==> config.mk <==
export PLATFORM = sky130hd
export DESIGN_NAME = bcd_timer_flat
export DESIGN_NICKNAME = d
export VERILOG_FILES = /design/src/rtl/bcd_timer_if.sv /design/src/rtl/bcd_timer.sv /design/src/flat_wrapper.sv
export SDC_FILE = /design/constraint.sdc
export NUM_CORES = 1
export LEC_CHECK = 0
export CORE_MARGIN = 4
export CORE_UTILIZATION = 58
export CTS_CLUSTER_SIZE = 10
export DETAILED_ROUTE_END_ITERATION = 12
export PLACE_DENSITY = 0.81
export SLEW_MARGIN = 20
export SYNTH_ARGS = -nofsm -noshare
export SYNTH_HDL_FRONTEND = slang
export SYNTH_SLANG_ARGS = --single-unit
==> constraint.sdc <==
create_clock -name clk_in -period 3.86 [get_ports clk_in]
set_input_delay 0.579 -clock clk_in [delete_from_list [all_inputs] [get_ports clk_in]]
set_output_delay 0.579 -clock clk_in [all_outputs]
set_load 0.005 [all_outputs]
==> src/rtl/bcd_timer_if.sv <==
// ---------------------------------------------------------------------------
// bcd_timer_if
// Connection bundle between the keypad decoder / game logic (master) and the
// BCD preset timer (slave).
//
// Handshake: key_valid is a one-cycle strobe that qualifies key_code. There is
// no back-pressure. The timer takes the key in the cycle key_valid is high, and
// it drops any code it has no use for in its current state.
//
// Signals (direction as seen from the timer):
//   enable     in   0 forces the timer back to an empty SET state
//   key_valid  in   key strobe
//   key_code   in   0-9 digit, A start, B pause/resume, C clear
//   dir_up     in   count direction, sampled only on start
//   value      out  current BCD value, digit 0 in [3:0]
//   seg        out  7-segment pattern per digit (gfedcba), digit 0 in [6:0]
//   running    out  timer is counting
//   paused     out  timer is paused
//   done       out  one-cycle pulse on reaching terminal count
//   expired    out  held while the terminal count is displayed
//   state_dbg  out  raw FSM state for checkers
// ---------------------------------------------------------------------------
interface bcd_timer_if #(
   parameter int DIGITS = 4
);
   logic                  enable;
   logic                  key_valid;
   logic [3:0]            key_code;
   logic                  dir_up;
   logic [4*DIGITS-1:0]   value;
   logic [7*DIGITS-1:0]   seg;
   logic                  running;
   logic                  paused;
   logic                  done;
   logic                  expired;
   logic [1:0]            state_dbg;

   modport master (
      output enable, key_valid, key_code, dir_up,
      input  value, seg, running, paused, done, expired, state_dbg
   );

   modport slave (
      input  enable, key_valid, key_code, dir_up,
      output value, seg, running, paused, done, expired, state_dbg
   );
endinterface

==> src/rtl/bcd_timer.sv <==
// ---------------------------------------------------------------------------
// bcd_timer
// N-digit BCD preset timer. You enter digits from the keypad. The timer then
// counts down to zero, or up from zero to the preset, at one step every
// TICK_DIV clocks. When it reaches terminal count it pulses done and holds
// expired.
//
// Ports:
//   clk_in  system clock, rising edge
//   rst     asynchronous reset, active low
//   bus     bcd_timer_if.slave: keypad inputs, display and status outputs
//
// Parameters:
//   DIGITS          number of BCD digits (1..8)
//   TICK_DIV        clocks per count step (>=1)
//   SEG_ACTIVE_LOW  1: lit segment driven as 0
// ---------------------------------------------------------------------------
module bcd_timer #(
   parameter int DIGITS         = 4,
   parameter int TICK_DIV       = 50000000,
   parameter bit SEG_ACTIVE_LOW = 1'b1
) (
   input  logic         clk_in,
   input  logic         rst,
   bcd_timer_if.slave   bus
);

   localparam int VW = 4 * DIGITS;
   localparam int TW = (TICK_DIV > 1) ? $clog2(TICK_DIV) : 1;
   localparam logic [TW-1:0] TICK_LAST = TW'(TICK_DIV - 1);

   localparam logic [3:0] KEY_START = 4'hA;
   localparam logic [3:0] KEY_PAUSE = 4'hB;
   localparam logic [3:0] KEY_CLEAR = 4'hC;

   typedef enum logic [1:0] {
      ST_SET   = 2'd0,
      ST_RUN   = 2'd1,
      ST_PAUSE = 2'd2,
      ST_DONE  = 2'd3
   } state_t;

   state_t          state_q, state_d;
   logic [VW-1:0]   value_q, value_d;
   logic [VW-1:0]   preset_q, preset_d;
   logic [TW-1:0]   tick_q, tick_d;
   logic            mode_up_q, mode_up_d;
   logic            running_q, running_d;
   logic            paused_q, paused_d;
   logic            done_q, done_d;
   logic            expired_q, expired_d;

   logic            key_digit, key_start, key_pause, key_clear, key_any;
   logic            tick_step, terminal;
   logic [VW-1:0]   shifted, stepped;
   logic [7*DIGITS-1:0] seg_d;

   // BCD increment: ripple a carry through the digits, each rolling 9 -> 0.
   function automatic logic [VW-1:0] bcd_inc(input logic [VW-1:0] v);
      logic [VW-1:0] r;
      logic          c;
      r = v;
      c = 1'b1;
      for (int i = 0; i < DIGITS; i++) begin
         if (c) begin
            if (v[4*i +: 4] == 4'd9) begin
               r[4*i +: 4] = 4'd0;
            end else begin
               r[4*i +: 4] = v[4*i +: 4] + 4'd1;
               c = 1'b0;
            end
         end
      end
      return r;
   endfunction

   // BCD decrement: ripple a borrow through the digits, each rolling 0 -> 9.
   function automatic logic [VW-1:0] bcd_dec(input logic [VW-1:0] v);
      logic [VW-1:0] r;
      logic          b;
      r = v;
      b = 1'b1;
      for (int i = 0; i < DIGITS; i++) begin
         if (b) begin
            if (v[4*i +: 4] == 4'd0) begin
               r[4*i +: 4] = 4'd9;
            end else begin
               r[4*i +: 4] = v[4*i +: 4] - 4'd1;
               b = 1'b0;
            end
         end
      end
      return r;
   endfunction

   // Active-high gfedcba patterns. Nibbles that are not BCD stay blank.
   function automatic logic [6:0] seg_decode(input logic [3:0] d);
      logic [6:0] p;
      case (d)
         4'd0:    p = 7'h3F;
         4'd1:    p = 7'h06;
         4'd2:    p = 7'h5B;
         4'd3:    p = 7'h4F;
         4'd4:    p = 7'h66;
         4'd5:    p = 7'h6D;
         4'd6:    p = 7'h7D;
         4'd7:    p = 7'h07;
         4'd8:    p = 7'h7F;
         4'd9:    p = 7'h6F;
         default: p = 7'h00;
      endcase
      return SEG_ACTIVE_LOW ? ~p : p;
   endfunction

   assign key_digit = bus.key_valid && (bus.key_code <= 4'd9);
   assign key_start = bus.key_valid && (bus.key_code == KEY_START);
   assign key_pause = bus.key_valid && (bus.key_code == KEY_PAUSE);
   assign key_clear = bus.key_valid && (bus.key_code == KEY_CLEAR);
   assign key_any   = bus.key_valid && (bus.key_code <= KEY_CLEAR);

   // The new digit enters at digit 0 and the top digit falls off the end.
   assign shifted   = (value_q << 4) | VW'(bus.key_code);
   assign stepped   = mode_up_q ? bcd_inc(value_q) : bcd_dec(value_q);
   assign tick_step = (tick_q == TICK_LAST);
   assign terminal  = mode_up_q ? (stepped == preset_q) : (stepped == '0);

   // State register
   always_ff @(posedge clk_in or negedge rst) begin
      if (!rst) begin
         state_q   <= ST_SET;
         value_q   <= '0;
         preset_q  <= '0;
         tick_q    <= '0;
         mode_up_q <= 1'b0;
         running_q <= 1'b0;
         paused_q  <= 1'b0;
         done_q    <= 1'b0;
         expired_q <= 1'b0;
      end else begin
         state_q   <= state_d;
         value_q   <= value_d;
         preset_q  <= preset_d;
         tick_q    <= tick_d;
         mode_up_q <= mode_up_d;
         running_q <= running_d;
         paused_q  <= paused_d;
         done_q    <= done_d;
         expired_q <= expired_d;
      end
   end

   // Next-state and datapath
   always_comb begin
      state_d   = state_q;
      value_d   = value_q;
      preset_d  = preset_q;
      tick_d    = tick_q;
      mode_up_d = mode_up_q;
      if (!bus.enable) begin
         state_d  = ST_SET;
         value_d  = '0;
         preset_d = '0;
         tick_d   = '0;
      end else begin
         case (state_q)
            ST_SET: begin
               if (key_digit) begin
                  value_d  = shifted;
                  preset_d = shifted;
               end else if (key_start && (preset_q != '0)) begin
                  // Load the preset again. After DONE the display shows 0
                  // while the preset is kept, and start must re-run it.
                  mode_up_d = bus.dir_up;
                  value_d   = bus.dir_up ? '0 : preset_q;
                  tick_d    = '0;
                  state_d   = ST_RUN;
               end else if (key_clear) begin
                  value_d  = '0;
                  preset_d = '0;
               end
            end
            ST_RUN: begin
               if (key_clear) begin
                  state_d  = ST_SET;
                  value_d  = '0;
                  preset_d = '0;
                  tick_d   = '0;
               end else begin
                  // The cycle that takes the pause key still counts, so a
                  // step that falls on it still happens.
                  if (tick_step) begin
                     tick_d  = '0;
                     value_d = stepped;
                  end else begin
                     tick_d = tick_q + TW'(1);
                  end
                  if (tick_step && terminal) begin
                     state_d = ST_DONE;
                  end else if (key_pause) begin
                     state_d = ST_PAUSE;
                  end
               end
            end
            ST_PAUSE: begin
               if (key_pause) begin
                  state_d = ST_RUN;
               end else if (key_clear) begin
                  state_d  = ST_SET;
                  value_d  = '0;
                  preset_d = '0;
                  tick_d   = '0;
               end
            end
            ST_DONE: begin
               if (key_any) begin
                  state_d = ST_SET;
                  value_d = '0;
               end
            end
            default: state_d = ST_SET;
         endcase
      end
   end

   // Output decode. Flags are computed from the next state so they register
   // in the same edge as the state itself.
   always_comb begin
      running_d = (state_d == ST_RUN);
      paused_d  = (state_d == ST_PAUSE);
      expired_d = (state_d == ST_DONE);
      done_d    = (state_d == ST_DONE) && (state_q != ST_DONE);
      seg_d     = '0;
      for (int i = 0; i < DIGITS; i++) begin
         seg_d[7*i +: 7] = seg_decode(value_q[4*i +: 4]);
      end
   end

   assign bus.value     = value_q;
   assign bus.seg       = seg_d;
   assign bus.running   = running_q;
   assign bus.paused    = paused_q;
   assign bus.done      = done_q;
   assign bus.expired   = expired_q;
   assign bus.state_dbg = state_q;

endmodule

==> src/flat_wrapper.sv <==
// flat-port wrapper written by rule: the top's interface ports become plain ports
module bcd_timer_flat 
#(
   parameter int DIGITS         = 4,
   parameter int TICK_DIV       = 50000000,
   parameter bit SEG_ACTIVE_LOW = 1'b1
)
  (clk_in, rst, bus_enable, bus_key_valid, bus_key_code, bus_dir_up, bus_value, bus_seg, bus_running, bus_paused, bus_done, bus_expired, bus_state_dbg);
  bcd_timer_if #(.DIGITS(DIGITS)) bus_i ();
  input  logic clk_in;
  input  logic rst;
  input wire logic [$bits(bus_i.enable)-1:0] bus_enable;
  input wire logic [$bits(bus_i.key_valid)-1:0] bus_key_valid;
  input wire logic [$bits(bus_i.key_code)-1:0] bus_key_code;
  input wire logic [$bits(bus_i.dir_up)-1:0] bus_dir_up;
  output wire logic [$bits(bus_i.value)-1:0] bus_value;
  output wire logic [$bits(bus_i.seg)-1:0] bus_seg;
  output wire logic [$bits(bus_i.running)-1:0] bus_running;
  output wire logic [$bits(bus_i.paused)-1:0] bus_paused;
  output wire logic [$bits(bus_i.done)-1:0] bus_done;
  output wire logic [$bits(bus_i.expired)-1:0] bus_expired;
  output wire logic [$bits(bus_i.state_dbg)-1:0] bus_state_dbg;
  assign bus_i.enable = bus_enable;
  assign bus_i.key_valid = bus_key_valid;
  assign bus_i.key_code = bus_key_code;
  assign bus_i.dir_up = bus_dir_up;
  assign bus_value = bus_i.value;
  assign bus_seg = bus_i.seg;
  assign bus_running = bus_i.running;
  assign bus_paused = bus_i.paused;
  assign bus_done = bus_i.done;
  assign bus_expired = bus_i.expired;
  assign bus_state_dbg = bus_i.state_dbg;
  bcd_timer #(.DIGITS(DIGITS), .TICK_DIV(TICK_DIV), .SEG_ACTIVE_LOW(SEG_ACTIVE_LOW)) u_core (.clk_in(clk_in), .rst(rst), .bus(bus_i));
endmodule
==> qor.txt <==
Startpoint Class: flop
minimum clock period: 3.47 ns
GPL Wtd Cong: 0.936
Area growth syn-to-layout: 16.3%
Worst VDD drop: 445 uV
post-CTS sizing: 0
Yosys reg bits: 65
setup tns final: 0 ns
post-synth top area share: 28.8%
final WL: 16.2 mm
r2r setup slk: 0.39 ns
Synth Flop Type: dfrtp_1
Crit. End Element: flop
end of the critical path: u_core.bus.running
warnings from Yosys: 0
status: finished clean
Critical R2R Capture: u_core.bus.running
Synth Area in Simple Gates: 27.0%
setup bufs post-CTS: 0
data arrival time of the worst path: 3.72 ns
largest family of logic cells by synthesized area: simple AND/OR/NAND/NOR gates
Net Count, Synth: 763
via density per instance: 6.55
num ports: 59
row cnt: 35
WL/cell: 18.1 um
RSZ-0062 raised after global routing: no
Worst path depth: 11
antenna viol nets, final: 0
CTS sink cnt: 65
most common cell in the synthesized netlist: nor2_1
Max-cap violations: 0
Worst Tran Pin Value: 0.981 ns
Syn Std Cell Area: 0.00565 mm2
core area: 0.00937 mm2
largest net degree at the start of global routing: 45
DP HPWL: 11.8 mm
global-route wire length before repair: 27.2 mm
# DRC: 0
leading area contributor after synthesis: dfrtp_1
Mapped Cells: 725
fin nets: 803
xor and xnor fraction of the mapped netlist area: 4.65%
Vias: 5,889
total power: 3.99 mW
layout cell share with drive strength beyond 1: 9.09%
Port Buf Inserts: 58
register area share after synthesis: 28.8%
H-tree depth: 3
cts-stage hold buffer count: 0
initial antenna violation count: 0
Die W: 107 um
mux contribution to synthesized area: 1.73%
Syn Area/Cell: 7.80 um2
worst-path cell with the longest stage delay: dfrtp_1
Skew-Pair Late Insertion Delay: 0.36 ns
die area: 0.0114 mm2
Leakage: 2.81 nW
CTS tree: built
worst r2r path cells: 11
# diodes: 0
clk_skew: 0.0101 ns
grt ovf: 0
Post-Synth Adder-Cell Area: 6.42%
Buffers & Inverters on Critical Path: 1
TritonCTS buffer count: 9
final setup fails: 0
Req. time, crit path: 4.11 ns
utilization after layout: 70.1%
crit path cell chain: inv_1 -> ha_1 -> or3b_1 -> nor2_1 -> mux4_2 -> nand2_1 -> or4_1 -> nor4_1 -> a41o_1 -> o21ai_1 -> and2_1
final worst-path cycle share: 89.8%
type of the most critical hold path: input port to asynchronous set/reset pin
Synth Area in Compound Gates: 25.5%
clk root buf: clkbuf_8
fmax: 289 MHz
launching point of the worst reg2reg path: u_core.bus.value[0]
DRT Pass-1 Iters: 5
commonest cells in the netlist: 76 x nor2_1, 71 x o21ai_0, 70 x nand2_1, 65 x dfrtp_1, 53 x a21oi_1
Synth area leaders: dfrtp_1 29%, ha_1 6.4%, o21ai_0 6.3%
Die Ht: 107 um
Worst-path clk slew: 0.08 ns
post-synthesis cell type count: 83
Pwr per Cell Area: 607 mW/mm2
Worst path max stage delay: 0.54 ns
Post-synth EDFFs: 0
Max transition margin: 34.6%
Worst Setup SP: u_core.bus.value[0]
CTS Buffer Depth: 2
vias in the first global route: 5,560
Initial Util: 60.3%
1st-iter DRT viols: 754
endpoints failing hold: 0
WS Path Type: flop to flop
Tot GR Track Use: 28.8%
CP Max Fanout: 14
Slew Viols, Final: 0
Post-synth ARST share: 100%
Worst path top cell family by delay: simple AND/OR/NAND/NOR gates
## placed cells by master, fill, tap and decap left out, types with 4 or more instances in the layout
cell / Yosys / routed
inv_1: 24 / 24
nand4_1: 9 / 9
a22o_1: 14 / 14
dfrtp_1: 65 / 65
a211oi_1: 4 / 4
buf_4: 1 / 27
nor4b_1: 5 / 5
and3_1: 12 / 12
clkdlybuf4s50_1: 0 / 57
clkbuf_8: 0 / 9
nand3_1: 21 / 21
a21oi_1: 53 / 53
mux2_2: 4 / 4
xnor2_1: 12 / 12
o31ai_1: 5 / 5
a221oi_1: 20 / 20
nand4b_1: 5 / 5
nor2_1: 76 / 76
nand2b_1: 15 / 15
and2_1: 7 / 7
or3_1: 6 / 6
a31oi_1: 4 / 4
a21o_1: 6 / 6
ha_1: 29 / 29
o21ai_0: 71 / 71
xor2_1: 18 / 18
a22oi_1: 5 / 5
or2_2: 5 / 5
and3b_1: 4 / 4
nor4_1: 8 / 8
nand3b_1: 5 / 5
nor3_1: 15 / 15
nand2_1: 70 / 70
## metrics by stage
stage,std cells,hold WS [ns],cell area [um2],worst slack (ns)
global route,899,0.430,6570,0.184
finish,899,0.375,6570,0.394
global placement,883,0.476,6350,0.523
detailed placement,883,0.493,6350,0.459
CTS,899,0.400,6570,0.470
floorplan,725,0.283,5650,0.625
## logic make-up after synthesis
family / count (synthesis)
compound gates: 222
xor+xnor: 30
fa+ha+maj: 29
buf+inv: 80
flops: 65
mux: 8
simple gates: 291
## registers in the layout, indices dropped and copies added (netlist names)
name,flops
u_core.tick_q,26
u_core.bus.value,16
u_core.preset_q,16
u_core.bus.state_dbg,2
u_core.bus.done,1
u_core.bus.expired,1
u_core.bus.paused,1
u_core.bus.running,1
u_core.mode_up_q,1
## report_power, final
group / internal [mW] / switching, mW
combinational: 1.12 / 1.25
sequential: 0.752 / 0.197
clock: 0.370 / 0.296
## layer usage
metal	track usage, %	vias up	part of all wire (%)
met5	0	-	0
met4	10.0	0	2.6
li1	-	2717	-
met1	38.5	2777	41
met2	47.2	341	47
met3	4.94	54	8.9
## worst register-to-register path, cell delays in order, from the launching register on
cell     delay [ns]
dfrtp_1        0.54
inv_1          0.25
ha_1           0.31
or3b_1         0.46
nor2_1         0.13
mux4_2         0.27
nand2_1        0.06
or4_1          0.52
nor4_1         0.32
a41o_1         0.24
o21ai_1        0.12
and2_1         0.15
## final cells by class
type / instances / area [um2]
Clock buffer: 9 / 124
Multi-Input combinational cell: 580 / 3690
Sequential cell: 65 / 1630
Clock inverter: 7 / 100
Tap cell: 129 / 161
Fill cell: 783 / 2800
Timing Repair Buffer: 85 / 778
Inverter: 24 / 90.1
## worst min path at each step
stage	depth (start not counted)	endpoint	slack (ns)
3_5_place_dp	1	u_core.tick_q[5]	0.49
6_report	1	u_core.preset_q[2]	0.37
3_3_place_gp	1	u_core.tick_q[5]	0.48
2_1_floorplan	0	u_core.bus.done	0.28
4_1_cts	1	u_core.tick_q[21]	0.40
5_1_grt	1	u_core.tick_q[23]	0.43
Note: power is estimated with default switching activity, not from simulation.
